### config.mk
export PLATFORM = sky130hd
export DESIGN_NAME = spi_tx_fifo
export DESIGN_NICKNAME = d
export VERILOG_FILES = /design/src/rtl/spi_tx_fifo.sv
export SDC_FILE = /design/constraint.sdc
export NUM_CORES = 1
export LEC_CHECK = 0
export CORE_ASPECT_RATIO = 0.5
export CORE_MARGIN = 2
export CORE_UTILIZATION = 40
export CTS_BUF_LIST = sky130_fd_sc_hd__clkbuf_4
export DETAILED_ROUTE_END_ITERATION = 10
export DONT_BUFFER_PORTS = 1
export MAX_ROUTING_LAYER = met4
export PLACE_DENSITY = 0.65
export SYNTH_ARGS = -nofsm -noshare
export SYNTH_HDL_FRONTEND = slang
export SYNTH_SLANG_ARGS = --single-unit
### constraint.sdc
create_clock -name clk -period 4 [get_ports clk]
set_input_delay 0.6 -clock clk [delete_from_list [all_inputs] [get_ports clk]]
set_output_delay 0.6 -clock clk [all_outputs]
set_load 0.03 [all_outputs]
### src/rtl/spi_tx_fifo.sv
// spi_tx_fifo: first-word-fall-through command FIFO that queues 24-bit SPI
// words from the host and hands them to the SPI transmitter through a
// BUS_DATA / bus_valid / spi_ready handshake.
module spi_tx_fifo #(
   parameter int unsigned DEPTH     = 16,
   parameter int unsigned AW        = 4,
   parameter int unsigned AFULL_LVL = 14
) (
   input  logic          clk,
   input  logic          RSTn,
   input  logic [23:0]   wr_data,
   input  logic          wr_en,
   output logic          full,
   output logic          afull,
   output logic          ovf,
   input  logic          ovf_clr,
   output logic [AW:0]   level,
   output logic [23:0]   BUS_DATA,
   output logic          bus_valid,
   input  logic          spi_ready
);

   localparam int unsigned DW = 24;
   localparam int unsigned LW = AW + 1;

   logic [DW-1:0] mem [DEPTH];

   logic [AW-1:0] wr_ptr_q, wr_ptr_d;
   logic [AW-1:0] rd_ptr_q, rd_ptr_d;
   logic [LW-1:0] level_q,  level_d;
   logic          ovf_q,    ovf_d;

   logic          push;
   logic          pop;

   // Status flags come straight from the registered level, so spi_ready
   // reaches the outputs only through the state registers.
   always_comb begin
      full      = (level_q == LW'(DEPTH));
      afull     = (level_q >= LW'(AFULL_LVL));
      bus_valid = (level_q != '0);
      level     = level_q;
      ovf       = ovf_q;
   end

   // Head word is presented whenever the FIFO holds data, zero otherwise.
   always_comb begin
      BUS_DATA = '0;
      if (bus_valid) begin
         BUS_DATA = mem[rd_ptr_q];
      end
   end

   // Handshake qualification; a write while full is dropped even if a pop
   // frees a slot on the same edge.
   always_comb begin
      push = wr_en && !full;
      pop  = bus_valid && spi_ready;
   end

   // Next-state for pointers, occupancy and the sticky overflow flag.
   always_comb begin
      wr_ptr_d = wr_ptr_q;
      rd_ptr_d = rd_ptr_q;
      level_d  = level_q;
      ovf_d    = ovf_q;

      if (push) begin
         wr_ptr_d = wr_ptr_q + AW'(1);
      end
      if (pop) begin
         rd_ptr_d = rd_ptr_q + AW'(1);
      end

      if (push && !pop) begin
         level_d = level_q + LW'(1);
      end else if (pop && !push) begin
         level_d = level_q - LW'(1);
      end

      // Setting has priority over a coincident clear.
      if (wr_en && full) begin
         ovf_d = 1'b1;
      end else if (ovf_clr) begin
         ovf_d = 1'b0;
      end
   end

   // Control state registers, cleared asynchronously.
   always_ff @(posedge clk or negedge RSTn) begin
      if (!RSTn) begin
         wr_ptr_q <= '0;
         rd_ptr_q <= '0;
         level_q  <= '0;
         ovf_q    <= 1'b0;
      end else begin
         wr_ptr_q <= wr_ptr_d;
         rd_ptr_q <= rd_ptr_d;
         level_q  <= level_d;
         ovf_q    <= ovf_d;
      end
   end

   // Storage array write port; contents are deliberately not reset.
   always_ff @(posedge clk) begin
      if (push) begin
         mem[wr_ptr_q] <= wr_data;
      end
   end

endmodule

; ---- Yosys cells after proc, flatten, opt, wreduce, memory -nomap -nowiden
; Memory sizes are Yosys's and may differ from the RTL's.
; Cells that the tools add are included.
[totals]
reg_bits = 14
mem_bits_rw = 384
in_bits = 29
output_inout_bits = 33
wordCells = 29
n_memories = 1
[classes]
addsub = 4
order_cmp = 1
eq_ne = 1
n_mux = 7
reduce_logical = 11
[memory_table]
columns = memory, words, width, read_ports, rd_ports_with_merged_regs, wr, line
row1 = mem, 16, 24, 1, 0, 1, 26  ; logic [DW-1:0] mem [DEPTH];
[op_table]
columns = cell, n
row1 = $mux W24, 1
row2 = $mux W5, 2
row3 = $add A4 B1 Y4 const B, 2
row4 = $add A5 B1 Y5 const B, 1
row5 = $eq A5 B5 Y1 const B, 1
row6 = $ge A5 B4 Y1 const B, 1
row7 = $logic_and A1 B1 Y1, 5
row8 = $reduce_bool A5 Y1, 1
row9 = $sub A5 B1 Y5 const B, 1
row10 = $mux W1, 4
row11 = $reduce_bool A2 Y1, 2
row12 = $logic_not A1 Y1, 3

; ---- Longest topological paths before layout
[logic_depth]
ltp_word = 7
mapped_depth = 9
depth_no_buf = 9

; ---- Worst setup path after synthesis
; OpenSTA, ideal clock, no wires.
[synth_path]
path_kind = flip-flop to flip-flop
from = reg level_q[1], in the netlist level[1]
to = mem mem[3][0] (enable)
setup_time_ps = 435
arrival_time_ps = 2898
required_time_ps = 3565
slack_ps = 667
path_stages_with_launch = 5
n_path_buf = 0
period_less_slack_ps = 3333
path_cell_list = dfrtp_1 -> nor4_4 -> a21boi_2 -> nand2_1 -> nor3_1
[synth_between]
elab_chain_cells = 5
[synth_lines]
columns = element, line
row1 = "start, declared", 30  ; logic [LW-1:0] level_q, level_d;
row2 = "start signal, assigned", 99  ; level_q <= level_d;
row3 = $eq A5 B5 Y1, 39  ; full = (level_q == LW'(DEPTH));
row4 = $logic_not A1 Y1, 57  ; push = wr_en && !full;
row5 = $logic_and A1 B1 Y1, 57
row6 = via push, 33  ; logic push;
row7 = $mux W1, 106  ; if (push) begin
row8 = $mux W1 (not written as such), 107  ; mem[wr_ptr_q] <= wr_data;
row9 = "end, declared", 26
; The timed path passes the listed nets, and every way through them passes these cells.

; ---- Final worst setup path
[layout_path]
from = reg rd_ptr_q[1]
to = out BUS_DATA[6]
[layout_between]
elab_chain_cells = 2
[layout_lines]
columns = element, line
row1 = "start, declared", 29  ; logic [AW-1:0] rd_ptr_q, rd_ptr_d;
row2 = "start signal, assigned", 98  ; rd_ptr_q <= rd_ptr_d;
row3 = $mem_v2 Z16 W24, n/a
row4 = $mux W24, 49  ; if (bus_valid) begin
row5 = "end, declared", 18  ; output logic [23:0] BUS_DATA,
; No other way between the ends.

==> results.tsv <==
stage	metric	value	unit
layout	drive_above_1_share	33.2	%
grt	grt_pass1_wl	47800	um
layout	fin_nets	849	
routing	wl_per_cell	22.8	um
logic_synthesis	synth_seq_cells	398	
floorplan	rows	51	
sta	max_slew_margin	49.0	%
routing	drtAntennaViolNets	0	
sta	max_clock_freq	265	MHz
logic_synthesis	yosysTopAreaCell	edfxtp_1	
logic_synthesis	synth.cell_area	15700	um2
grt	antenna_found_initial	2	
clocking	cts_buffers	93	
clocking	insertion_delay	0.71	ns
sta	rsz0062_at_grt	no	
logic_synthesis	synth_edf_count	384	
floorplan	num_io_pins	62	
clocking	cts_tree	yes	
logic_synthesis	async_flop_share	3.52	%
grt	grt_util_all_layers	16.3	%
floorplan	start_util	40.4	%
place	gp_congestion	0.742	
routing	drt_iter0_markers	590	
layout	stdcell_count	1402	
clocking	clkTransAtPathRegs	0.06	ns
place	post-dp-hpwl	18100	um
setup_path	worstPathRequired	3.40	ns
sta	tns	0	ns
setup_path	critical_path_peak_fanout	31	
logic_synthesis	synth_nets	727	
power	power_density	697	nW/um2
power	p_leak	5.89	nW
clocking	root_buffer	clkbuf_4	
logic_synthesis	ys.flop_type	edfxtp_1	
routing	first_pass_iters	5	
grt	grt_pass1_vias	7804	
grt	grt.overflow.total	0	
setup_path	arrival	3.17	ns
logic_synthesis	yosysWarnings	0	
place	dpl.cell_count	1217	
worst_hold_path	hold_path_class	in2reg	
sta	min_period	3.77	ns
setup_path	start_kind	flop	
clocking	cts_buffer_depth	3	
floorplan	die_w	284	um
logic_synthesis	synthDistinctLibCells	40	
sta	skew	0.0312	ns
power	vdd_drop_max	321	uV
sta	finalHoldViolations	0	
floorplan	die_h	144	um
logic_synthesis	ys_seq_area_share	75.8	%
logic_synthesis	synth_top_area_share	73.5	%
layout	syn_to_final_growth	14.5	%
logic_synthesis	synth_top_cells_by_area	edfxtp_1 74%, mux4_2 8.2%, mux4_1 6.5%, dfrtp_1 2.2%, mux2_2 1.8%	
floorplan	fp.dieArea	40900	um2
logic_synthesis	syn_inst	688	
clocking	clock_sink_count	398	
sta	min_period_over_period	94.2	%
power	report.power.total	0.0125	W
routing	drt_wl_total	31900	um
sta	setup_viol	0	
place	port_buffers	0	
grt	grt_max_degree	39	
floorplan	core-area	38800	um2
clocking	cts.htree.levels	3	
layout	fillCellCount	3259	
setup_path	critical_path_class	reg2out	
job	maxCapViolCount	0	
setup_path	cp-end-kind	primary output	
sta	worst_pin_slew	0.764	ns
routing	vias	7522	
routing	drcViolationCount	0	
outcome	outcome	completed	
logic_synthesis	syn-mean-instance-area	22.8	um2
routing	via_per_inst	5.37	
sta	maxSlewViolCount	0	
registers in the layout (all words and copies together) (netlist names):
register	count
rd_ptr_q	4
mem	384
level	5
wr_ptr_q	4
ovf	1
cell usage after synthesis (all sizes together), types with 2 or more instances:
master,n
a221o,24
and2b,3
buf,29
clkbuf,7
dfrtp,14
edfxtp,384
ha,9
inv,7
mux2,25
mux4,96
nand2,9
nand2b,3
nand3,3
nor2,14
nor2b,23
nor3,5
o2111ai,2
o21ai,7
or3,2
xnor2,6
xor2,3
logic make-up (layout without fill, tap and decap cells):
group / Yosys count / after routing / share of synthesized area, %
other: 0 / 2 / 0
muxes: 121 / 121 / 16.5
buffers and inverters: 43 / 225 / 1.61
adders and majority gates: 10 / 10 / 0.846
and+or+nand+nor: 66 / 66 / 2.35
AOI/OAI and AO/OA: 41 / 41 / 2.39
xor gates and xnor gates: 9 / 9 / 0.503
DFF: 398 / 398 / 75.8
report_power, final:
group,internal (W),switching (W),total (W)
sequential,0.00504,0.000432,0.00547
combinational,0.00173,0.00225,0.00398
clock,0.00158,0.00148,0.00306
total,0.00835,0.00416,0.0125
worst paths after layout:
| check | from | end | slack (ns) | cells past startpoint |
|---|---|---|---|---|
| worst max-delay path | rd_ptr_q[1]$_DFFE_PN0P_ | BUS_DATA[6] | 0.23 | 4 |
| worst min-delay path | spi_ready | rd_ptr_q[2]$_DFFE_PN0P_ | 0.07 | 2 |
| worst max register to register | level[1]$_DFFE_PN0P_ | level[4]$_DFFE_PN0P_ | 0.83 | 9 |
| worst min register to register | wr_ptr_q[0]$_DFFE_PN0P_ | wr_ptr_q[3]$_DFFE_PN0P_ | 0.58 | 2 |
| max in group asynchronous | RSTn | rd_ptr_q[0]$_DFFE_PN0P_ | 3.13 | 1 |
| min in group asynchronous | RSTn | wr_ptr_q[3]$_DFFE_PN0P_ | 0.36 | 1 |
through the flow:
stage	area, um2	utilization [%]	worst slack (ns)	hold WS, ns
after floorplan	15700	-	0.667	0.304
after global placement	16600	42.7	0.820	0.305
after detailed placement	16600	42.7	0.775	0.305
after CTS	18000	46.3	0.129	0.00863
after global routing	18000	46.3	0.0709	0.0289
final	18000	46.3	0.230	0.0745
what timing repair did:
| item | CTS | global route |
|---|---|---|
| hold buffers | 26 | 0 |
| hold endpoints to repair | 399 | 0 |
| setup endpoints to repair | 1 | 0 |
| buffers inserted | 2 | 0 |
| resized for setup | 0 | 0 |
worst max-delay path, cell delays in order (launching register included):
cell and delay (ns):
dfrtp_4 0.79, buf_4 0.35, mux4_1 0.58, mux2_2 0.29
a221o_1 0.43
cell usage in the layout, fill, tap and decap left out, types with 2 or more instances in the layout:
cell type,instances
xnor2_1,6
inv_1,7
mux4_1,39
buf_12,9
or3_1,2
dfrtp_4,2
dfrtp_1,11
nor3_2,4
clkinv_1,12
nor2_4,2
inv_2,2
nand3_1,3
nand2_1,9
nor2b_1,22
dlygate4sd3_1,26
o2111ai_1,2
edfxtp_1,384
nor2_2,11
and2b_1,3
clkbuf_4,140
buf_4,28
nand2b_1,3
mux2_2,25
mux4_2,57
ha_1,9
a221o_1,24
diode_2,2
xor2_1,3
o21ai_0,5
layout make-up:
type                    instances  area (um2)  share of cell area (%)
multi-input cells             247        3610                    20.1
well taps                     530         663                    3.69
repair buffers                 63         651                    3.62
inverters                       7        26.3                   0.146
diodes                          2        5.00                  0.0279
flip-flops and latches        398       11900                    66.2
clock buffers                 140        1050                    5.85
clock inverters                15        60.1                   0.334
layer usage:
| layer | track usage, % | wire [um] | share of wire [%] |
|---|---|---|---|
| met5 | - | 0 | 0 |
| met1 | 20.1 | 13500 | 42 |
| met2 | 26.8 | 16000 | 50 |
| met4 | 5.96 | 649 | 2.0 |
| met3 | 3.82 | 1810 | 5.7 |
No activity file was read; power rests on OpenSTA's default activity.
